**src/rtl/hilo_muldiv_pkg.sv**
```systemverilog
// Shared encodings and sizing for the HI/LO multiply/divide unit.
package hilo_muldiv_pkg;

    localparam int unsigned MDU_XLEN  = 32;
    localparam int unsigned MDU_CNT_W = $clog2(MDU_XLEN);

    typedef enum logic [1:0] {
        MDU_OP_MULT  = 2'd0,
        MDU_OP_MULTU = 2'd1,
        MDU_OP_DIV   = 2'd2,
        MDU_OP_DIVU  = 2'd3
    } mdu_op_e;

    typedef enum logic [1:0] {
        ST_IDLE = 2'd0,
        ST_PREP = 2'd1,
        ST_RUN  = 2'd2,
        ST_FIX  = 2'd3
    } mdu_state_e;

    function automatic logic mdu_is_signed(input mdu_op_e o);
        return (o == MDU_OP_MULT) || (o == MDU_OP_DIV);
    endfunction

    function automatic logic mdu_is_div(input mdu_op_e o);
        return (o == MDU_OP_DIV) || (o == MDU_OP_DIVU);
    endfunction

endpackage

```
**src/rtl/hilo_muldiv_step.sv**
```systemverilog
// One radix-2 iteration: shift-add for multiply, restoring shift-subtract for divide.
module hilo_muldiv_step #(
    parameter int unsigned XLEN = 32
) (
    input  logic              is_div_i,
    input  logic [2*XLEN-1:0] acc_i,
    input  logic [XLEN-1:0]   opnd_i,
    output logic [2*XLEN-1:0] acc_o
);

    logic [XLEN:0]   sum;
    logic [XLEN:0]   rem_sh;
    logic [XLEN-1:0] diff;

    // Multiply keeps {partial, multiplier}; divide keeps {remainder, dividend/quotient}.
    always_comb begin
        sum    = {1'b0, acc_i[2*XLEN-1:XLEN]} + (acc_i[0] ? {1'b0, opnd_i} : '0);
        rem_sh = {acc_i[2*XLEN-1:XLEN], acc_i[XLEN-1]};
        diff   = rem_sh[XLEN-1:0] - opnd_i;
        if (!is_div_i) begin
            acc_o = {sum, acc_i[XLEN-1:1]};
        end else if (rem_sh >= {1'b0, opnd_i}) begin
            acc_o = {diff, acc_i[XLEN-2:0], 1'b1};
        end else begin
            acc_o = {rem_sh[XLEN-1:0], acc_i[XLEN-2:0], 1'b0};
        end
    end

endmodule

```
**src/rtl/hilo_muldiv.sv**
```systemverilog
// Iterative MULT/MULTU/DIV/DIVU unit owning the architectural HI/LO registers.
module hilo_muldiv
    import hilo_muldiv_pkg::*;
#(
    parameter int unsigned XLEN = MDU_XLEN
) (
    input  logic            clk,
    input  logic            rst,
    input  logic            start,
    input  logic [1:0]      op,
    input  logic [XLEN-1:0] a,
    input  logic [XLEN-1:0] b,
    input  logic            mthi,
    input  logic            mtlo,
    input  logic [XLEN-1:0] wdata,
    output logic            busy,
    output logic            done,
    output logic [XLEN-1:0] hi,
    output logic [XLEN-1:0] lo
);

    localparam int unsigned CNT_W = $clog2(XLEN);

    mdu_state_e        state_q;
    mdu_op_e           op_q;
    logic [XLEN-1:0]   a_q, b_q, opnd_q;
    logic [2*XLEN-1:0] acc_q;
    logic [CNT_W-1:0]  cnt_q;
    logic              neg_res_q, neg_rem_q, divz_q;
    logic              busy_q, done_q;
    logic [XLEN-1:0]   hi_q, lo_q;

    logic              is_div, signed_op;
    logic [XLEN-1:0]   a_mag, b_mag, quo, rem;
    logic [2*XLEN-1:0] prod, step_acc;
    logic [XLEN-1:0]   hi_d, lo_d;

    hilo_muldiv_step #(.XLEN(XLEN)) u_step (
        .is_div_i (is_div),
        .acc_i    (acc_q),
        .opnd_i   (opnd_q),
        .acc_o    (step_acc)
    );

    always_comb begin
        is_div    = mdu_is_div(op_q);
        signed_op = mdu_is_signed(op_q);
        a_mag     = (signed_op && a_q[XLEN-1]) ? -a_q : a_q;
        b_mag     = (signed_op && b_q[XLEN-1]) ? -b_q : b_q;
        prod      = neg_res_q ? -acc_q : acc_q;
        quo       = acc_q[XLEN-1:0];
        rem       = acc_q[2*XLEN-1:XLEN];
        hi_d      = prod[2*XLEN-1:XLEN];
        lo_d      = prod[XLEN-1:0];
        // Divide by zero bypasses the sign fixup: quotient all ones, HI gets the raw dividend.
        if (is_div) begin
            if (divz_q) begin
                hi_d = a_q;
                lo_d = '1;
            end else begin
                hi_d = neg_rem_q ? -rem : rem;
                lo_d = neg_res_q ? -quo : quo;
            end
        end
    end

    always_ff @(posedge clk) begin
        if (rst) begin
            state_q   <= ST_IDLE;
            op_q      <= MDU_OP_MULT;
            a_q       <= '0;
            b_q       <= '0;
            opnd_q    <= '0;
            acc_q     <= '0;
            cnt_q     <= '0;
            neg_res_q <= 1'b0;
            neg_rem_q <= 1'b0;
            divz_q    <= 1'b0;
            busy_q    <= 1'b0;
            done_q    <= 1'b0;
            hi_q      <= '0;
            lo_q      <= '0;
        end else begin
            done_q <= 1'b0;
            case (state_q)
                ST_IDLE: begin
                    if (start) begin
                        op_q    <= mdu_op_e'(op);
                        a_q     <= a;
                        b_q     <= b;
                        busy_q  <= 1'b1;
                        state_q <= ST_PREP;
                    end else begin
                        if (mthi) hi_q <= wdata;
                        if (mtlo) lo_q <= wdata;
                    end
                end
                ST_PREP: begin
                    neg_res_q <= signed_op & (a_q[XLEN-1] ^ b_q[XLEN-1]);
                    neg_rem_q <= signed_op & a_q[XLEN-1];
                    divz_q    <= (b_q == '0);
                    acc_q     <= {{XLEN{1'b0}}, (is_div ? a_mag : b_mag)};
                    opnd_q    <= is_div ? b_mag : a_mag;
                    cnt_q     <= CNT_W'(XLEN - 1);
                    state_q   <= ST_RUN;
                end
                ST_RUN: begin
                    acc_q <= step_acc;
                    cnt_q <= cnt_q - CNT_W'(1);
                    if (cnt_q == '0) state_q <= ST_FIX;
                end
                ST_FIX: begin
                    hi_q    <= hi_d;
                    lo_q    <= lo_d;
                    done_q  <= 1'b1;
                    busy_q  <= 1'b0;
                    state_q <= ST_IDLE;
                end
                default: state_q <= ST_IDLE;
            endcase
        end
    end

    assign busy = busy_q;
    assign done = done_q;
    assign hi   = hi_q;
    assign lo   = lo_q;

endmodule
```
**config.mk**
```make
export PLATFORM = sky130hd
export DESIGN_NAME = hilo_muldiv
export DESIGN_NICKNAME = d
export VERILOG_FILES = /design/src/rtl/hilo_muldiv_pkg.sv /design/src/rtl/hilo_muldiv_step.sv /design/src/rtl/hilo_muldiv.sv
export SDC_FILE = /design/constraint.sdc
export NUM_CORES = 1
export LEC_CHECK = 0
export ABC_AREA = 1
export ABC_CLOCK_PERIOD_IN_PS = 2910
export CORE_MARGIN = 10
export CORE_UTILIZATION = 50
export CTS_CLUSTER_DIAMETER = 40
export DETAILED_ROUTE_END_ITERATION = 10
export PLACE_DENSITY = 0.78
export SETUP_SLACK_MARGIN = 0.02
export SLEW_MARGIN = 5
export SYNTH_ARGS = -nofsm -noshare
export SYNTH_HDL_FRONTEND = slang
export SYNTH_SLANG_ARGS = --single-unit
```
**constraint.sdc**
```tcl
create_clock -name clk -period 2.91 [get_ports clk]
set_input_delay 0.873 -clock clk [delete_from_list [all_inputs] [get_ports clk]]
set_output_delay 0.873 -clock clk [all_outputs]
set_load 0.02 [all_outputs]
```
* Word-level counts from Yosys, hierarchy flattened
Index checks and enable logic that the tools add are counted.
** Storage, ports and cells
- Bits in registers :: 238
- Bits of input ports :: 103
- Output and inout bits :: 66
- Logic and storage cells :: 79
** Operators by class
- $add $sub $neg :: 8
- Magnitude comparators :: 1
- Equality and inequality tests :: 10
- Muxes and demuxes :: 28
- Bitwise operators :: 3
- Reduce and logical (&&, ||, !) cells :: 15
** Operators with widths (count)
- 32-bit 2-to-1 mux :: 15
- 64-bit 2-to-1 mux :: 3
- 32-bit negation :: 4
- 32-bit case mux with 2 select lines :: 2
- 64-bit case mux with 2 select lines :: 1
- 64-bit negation :: 1
- 32-bit by 33-bit adder with 33-bit output :: 1
- 33-bit by 32-bit >= comparator with 1-bit output :: 1
- 32-bit logical NOT :: 1
- 32-bit subtractor :: 1
- 2-bit != test, second input constant :: 5
- 5-bit case mux with 2 select lines :: 1
- 2-bit == test, second input constant :: 4
- 2-bit case mux with 4 select lines :: 1
- 2-bit AND reduction :: 3
- 3-bit AND reduction :: 2
- 5-bit logical NOT :: 1
- 5-bit by 1-bit subtractor with 5-bit output, second input constant :: 1
- 2-bit logical NOT :: 2
- 2-bit 2-to-1 mux :: 2
- 2-bit nonzero test :: 2
- 1-bit bitwise AND :: 2
- 2-bit by 1-bit == test with 1-bit output, second input constant :: 1
- 1-bit logical AND :: 2
- other kinds (4) :: 6

* Depth between registers and ports, before layout
- Depth in word-level cells :: 6
- Gate-level depth with buffers :: 21
- Gate-level depth less buffers :: 19

* Hierarchy
Synthesis repeated with hierarchy kept, for this count alone.
** Unflattened totals
- Cell total of the unflattened synthesis :: 3696
- Area total of the unflattened synthesis :: 21052.7 um^2
** By module, submodules not included
- hilo_muldiv :: instances 1, cells an instance 2423, area each 14908.0 um^2, seq. area each 4764.6 um^2
- hilo_muldiv_step :: instances 1, cells an instance 1273, area each 6144.6 um^2, seq. area each 0.0 um^2

* Least setup slack after synthesis
Ideal clock, no wire load.
- Kind :: flip-flop to flip-flop
- From :: register acc_q[0]
- To :: register acc_q[59]
- Library setup time :: 0.132 ns
- Data arrival time :: 2.370 ns
- Required time :: 2.778 ns
- Setup slack :: 0.408 ns
- Stages on the path, launching flop included :: 18
- Buffers on the path :: 2
- Period minus slack after synthesis :: 2.502 ns
- Path through :: dfxtp_1 buf_6 clkbuf_1 nand2_1 inv_1 ha_1 inv_1 fa_1 o21ai_1 nand2_1 nand2_1 nand2_1 nand2_1 nand2_1 nand3_1 nand3_1 nand3_1 a21oi_1
** Between the ends
- Cells in the longest elaborated chain, start to end :: 4
** Ends and longest elaborated chain
- from (decl) :: line hilo_muldiv.sv:27 : logic [2*XLEN-1:0] acc_q;
- from (signal assigned) :: line hilo_muldiv.sv:102 : acc_q <= {{XLEN{1'b0}}, (is_div ? a_mag : b_mag)};
- from (signal assigned) :: line hilo_muldiv.sv:108 : acc_q <= step_acc;
- 32-bit 2-to-1 mux :: line hilo_muldiv_step.sv:17 : sum = {1'b0, acc_i[2*XLEN-1:XLEN]} + (acc_i[0] ? {1'b0, opnd_i} : '0);
- 32-bit by 33-bit adder with 33-bit output :: line hilo_muldiv_step.sv:17
- 64-bit 2-to-1 mux :: line hilo_muldiv_step.sv:20 : if (!is_div_i) begin
- 64-bit case mux with 2 select lines :: line hilo_muldiv.sv:85 : case (state_q)
Every way passes these cells.
A chain may end at the register's enable or synchronous reset.

* Worst setup path after layout
- From :: register opnd_q[8]
- To :: register acc_q[60]
** Between the ends
- Cells in the longest elaborated chain, start to end :: 4
- Elaborated cells between the ends (all ways) :: 7
- Classes of those cells :: add/sub: 2; order compare: 1; mux: 4
** Ends and longest elaborated chain
- from (decl) :: line hilo_muldiv.sv:26 : logic [XLEN-1:0] a_q, b_q, opnd_q;
- from (signal assigned) :: line hilo_muldiv.sv:103 : opnd_q <= is_div ? b_mag : a_mag;
- 32-bit 2-to-1 mux (tied with other cells) :: line hilo_muldiv_step.sv:17
- 32-bit by 33-bit adder with 33-bit output or 64-bit 2-to-1 mux (tied branches) :: line hilo_muldiv_step.sv:17, hilo_muldiv_step.sv:22
- 64-bit 2-to-1 mux (*) :: line hilo_muldiv_step.sv:20
- 64-bit case mux with 2 select lines (*) :: line hilo_muldiv.sv:85
Mark *: on every way between the ends. The rest lies on a longest branch, timed or not.

==> flow_metrics.env <==
export IMPL_multiInputGateArea_sq_um=13900
export IMPL_hpwl_microns=73700
export IMPL_drt_wl_total_microns=93200
export IMPL_fillers=4276
export IMPL_syn_nets=3910
export IMPL_cts_clk_slew_worst_paths_ns=0.06
export IMPL_dieArea_sq_um=51000
export IMPL_clock_path_buffers=3
export IMPL_critPathKind="flop to flop"
export IMPL_area_delta_synth_final_pct=18.2
export IMPL_cp_start_kind="flop"
export IMPL_slew_headroom_pct=41.2
export IMPL_skew_ns=0.0326
export IMPL_fp_dieH_microns=226
export IMPL_initial_utilization_pct=50.5
export IMPL_grt_pass1_wl_microns=139000
export IMPL_synth_top_area_share_pct=22.5
export IMPL_synthesis_area_sq_um=21200
export IMPL_grt_max_degree=172
export IMPL_clkSinkCount=238
export IMPL_finalSetupViolCount=0
export IMPL_worstPathRequired_ns=3.40
export IMPL_worstMarginPinSlew_ns=0.881
export IMPL_worst_setup_path_end_kind="flop"
export IMPL_drt_initial_drc_count=3610
export IMPL_ff_latch_area_sq_um=4770
export IMPL_hold_viol_final=0
export IMPL_post_cts_setup_buffers=0
export IMPL_p_leak_nw=12.0
export IMPL_clock_fmax_mhz=371
export IMPL_yosysUniqueCellTypes=47
export IMPL_ys_ff_latch=238
export IMPL_core_area_sq_um=41900
export IMPL_grt_pass1_vias=23285
export IMPL_finalCriticalPeriod_ns=2.69
export IMPL_status="finished, final reports clean"
export IMPL_fin_crit_sh_pct=92.6
export IMPL_tns_ns=0
export IMPL_cts_tree="done"
export IMPL_numCtsBuffers=41
export IMPL_h_tree_depth=2
export IMPL_cap_violations=0
export IMPL_arrival_ns=3.18
export IMPL_syn_area_per_cell_sq_um=5.67
export IMPL_syn_inst=3731
export IMPL_ant_nets=0
export IMPL_synth_top_area_cell="dfxtp_1"
export IMPL_root_buffer="clkbuf_16"
export IMPL_fp_dieW_microns=226
export IMPL_yosysWarningCount=0
export IMPL_overflow=0
export IMPL_regToRegSetupSlack_ns=0.22
export IMPL_viasPerCell=5.83
export IMPL_dpl_cell_area_sq_um=23600
export IMPL_final_area_sq_um=25000
export IMPL_ys_seq_area_share_pct=22.5
export IMPL_antenna_found_initial=3
export IMPL_drt_pre_antenna_iters=7
export IMPL_cp_max_fo=12
export IMPL_cts_hold_buf=0
export IMPL_ys_top_cells_by_area="dfxtp_1 (23%), nand2_1 (18%), a21oi_1 (9.4%)"
export IMPL_power_density_nw_per_um2=1150
export IMPL_portBuffers=168
export IMPL_clk_latency_ns=0.58
export IMPL_gp_congestion=1.08
export IMPL_final_max_slew_viol_count=0
export IMPL_fin_nets=4039
export IMPL_rsz0062_at_grt="false"
export IMPL_rows=75
export IMPL_hold_class="flop to flop"
export IMPL_max_vdd_ir_drop_v=0.00131
export IMPL_drc=0
export IMPL_wl_per_cell_microns=21.0
export IMPL_dr_total_vias=25853
export IMPL_drive_above_1_share_pct=6.29
export IMPL_ioPinCount=169
export IMPL_grt_usage_pct=35.4
[stage by stage]
step | total power, W | instances | util [%] | hold WS [ns] | setup WS (ns)
after detailed placement | 0.0230 | 4356 | 56.3 | 0.456 | 0.289
after CTS | 0.0281 | 4432 | 59.6 | 0.469 | 0.257
final | 0.0287 | 4433 | 59.7 | 0.461 | 0.215
after global routing | 0.0306 | 4432 | 59.6 | 0.521 | 0.0465
after global placement | 0.0230 | 4356 | 56.3 | 0.440 | 0.310
after floorplan | 0.0168 | 3731 | - | 0.423 | 0.408
[state kept, by name (all words and copies together) (netlist names)]
register,cells
opnd_q,32
state_q,2
b_q,32
cnt_q,5
done,1
op_q,2
a_q,32
lo,32
busy,1
neg_rem_q,1
acc_q,64
neg_res_q,1
hi,32
divz_q,1
[cell usage in the layout (no fill, tap or decap), types with 60 or more instances in the layout]
cell type	instances
a21oi_1	398
buf_4	87
clkdlybuf4s50_1	167
dfxtp_1	236
ha_1	72
inv_1	471
nand2_1	1014
nand3_1	314
nand4_1	68
nor2_1	327
o211ai_1	60
o21ai_0	313
xor2_1	61
[logic make-up (layout without fill, tap and decap cells)]
| logic type | Yosys count | after routing | synth area share (%) |
|---|---|---|---|
| xor+xnor | 68 | 68 | 2.81 |
| other cells | 0 | 1 | 0 |
| simple gates | 1843 | 1843 | 36.8 |
| compound gates | 842 | 842 | 21.1 |
| buf+inv | 664 | 826 | 12.2 |
| flops | 238 | 238 | 22.5 |
| fa+ha+maj | 76 | 76 | 4.56 |
[area by class of cell]
| class | count | area share, % |
|---|---|---|
| Sequential cell | 238 | 19.1 |
| Timing Repair Buffer | 263 | 9.95 |
| Clock inverter | 31 | 1.39 |
| Antenna cell | 1 | 0.0100 |
| Tap cell | 539 | 2.70 |
| Inverter | 487 | 7.33 |
| Clock buffer | 45 | 4.20 |
| Multi-Input combinational cell | 2829 | 55.4 |
[power breakdown]
part / internal [W] / switching [W]
Sequential: 0.00433 / 0.00110
Combinational: 0.00556 / 0.0128
Clock: 0.00304 / 0.00194
Total: 0.0129 / 0.0158
[final timing paths]
check / end / cells past startpoint / from
max: acc_q[60] / 15 / opnd_q[8]
min reg2reg: cnt_q[0] / 1 / cnt_q[0]
min: cnt_q[0] / 1 / cnt_q[0]
max reg2reg: acc_q[60] / 15 / opnd_q[8]
[cells in the mapped netlist, drive strengths merged]
cell type	instances
nor4	3
dfxtp	238
o211ai	60
o221ai	4
xor2	61
a21oi	401
buf	58
nor2	355
or2	4
inv	481
a221oi	2
a21o	2
nand2	1033
xnor2	7
a22oi	1
fa	2
and2	7
clkinv	6
o21bai	5
nor3	39
nand4	68
a31oi	18
and3	2
nand3b	13
nand3	317
o31ai	7
ha	74
o21a	4
clkbuf	119
o21ai	338
nor3b	2
[routing by layer]
layer	wire, microns	vias up	GRT usage [%]
met5	27	-	0
met4	5130	4	17.8
met3	12100	248	9.12
met2	38100	1567	50.5
met1	37900	11560	48.1
li1	-	12474	-
[critical path, stage by stage (launching register included)]
cell     delay, ns
dfxtp_1       0.46
inv_1         0.08
ha_1          0.38
nand2_2       0.12
nor2_2        0.18
nand3_1       0.11
nand3_2       0.14
nand2_2       0.07
nand2_2       0.07
nand2_2       0.08
nand2_4       0.15
buf_4         0.23
nand3_1       0.19
nand2_1       0.13
nand3_1       0.07
a21oi_1       0.14
[timing repair]
action                                 4_1_cts  5_1_grt
resized for setup                            0        4
endpoints found under the hold margin        0        0
setup endpoints to repair                    0        5
Power figures use the tool's default switching activity.
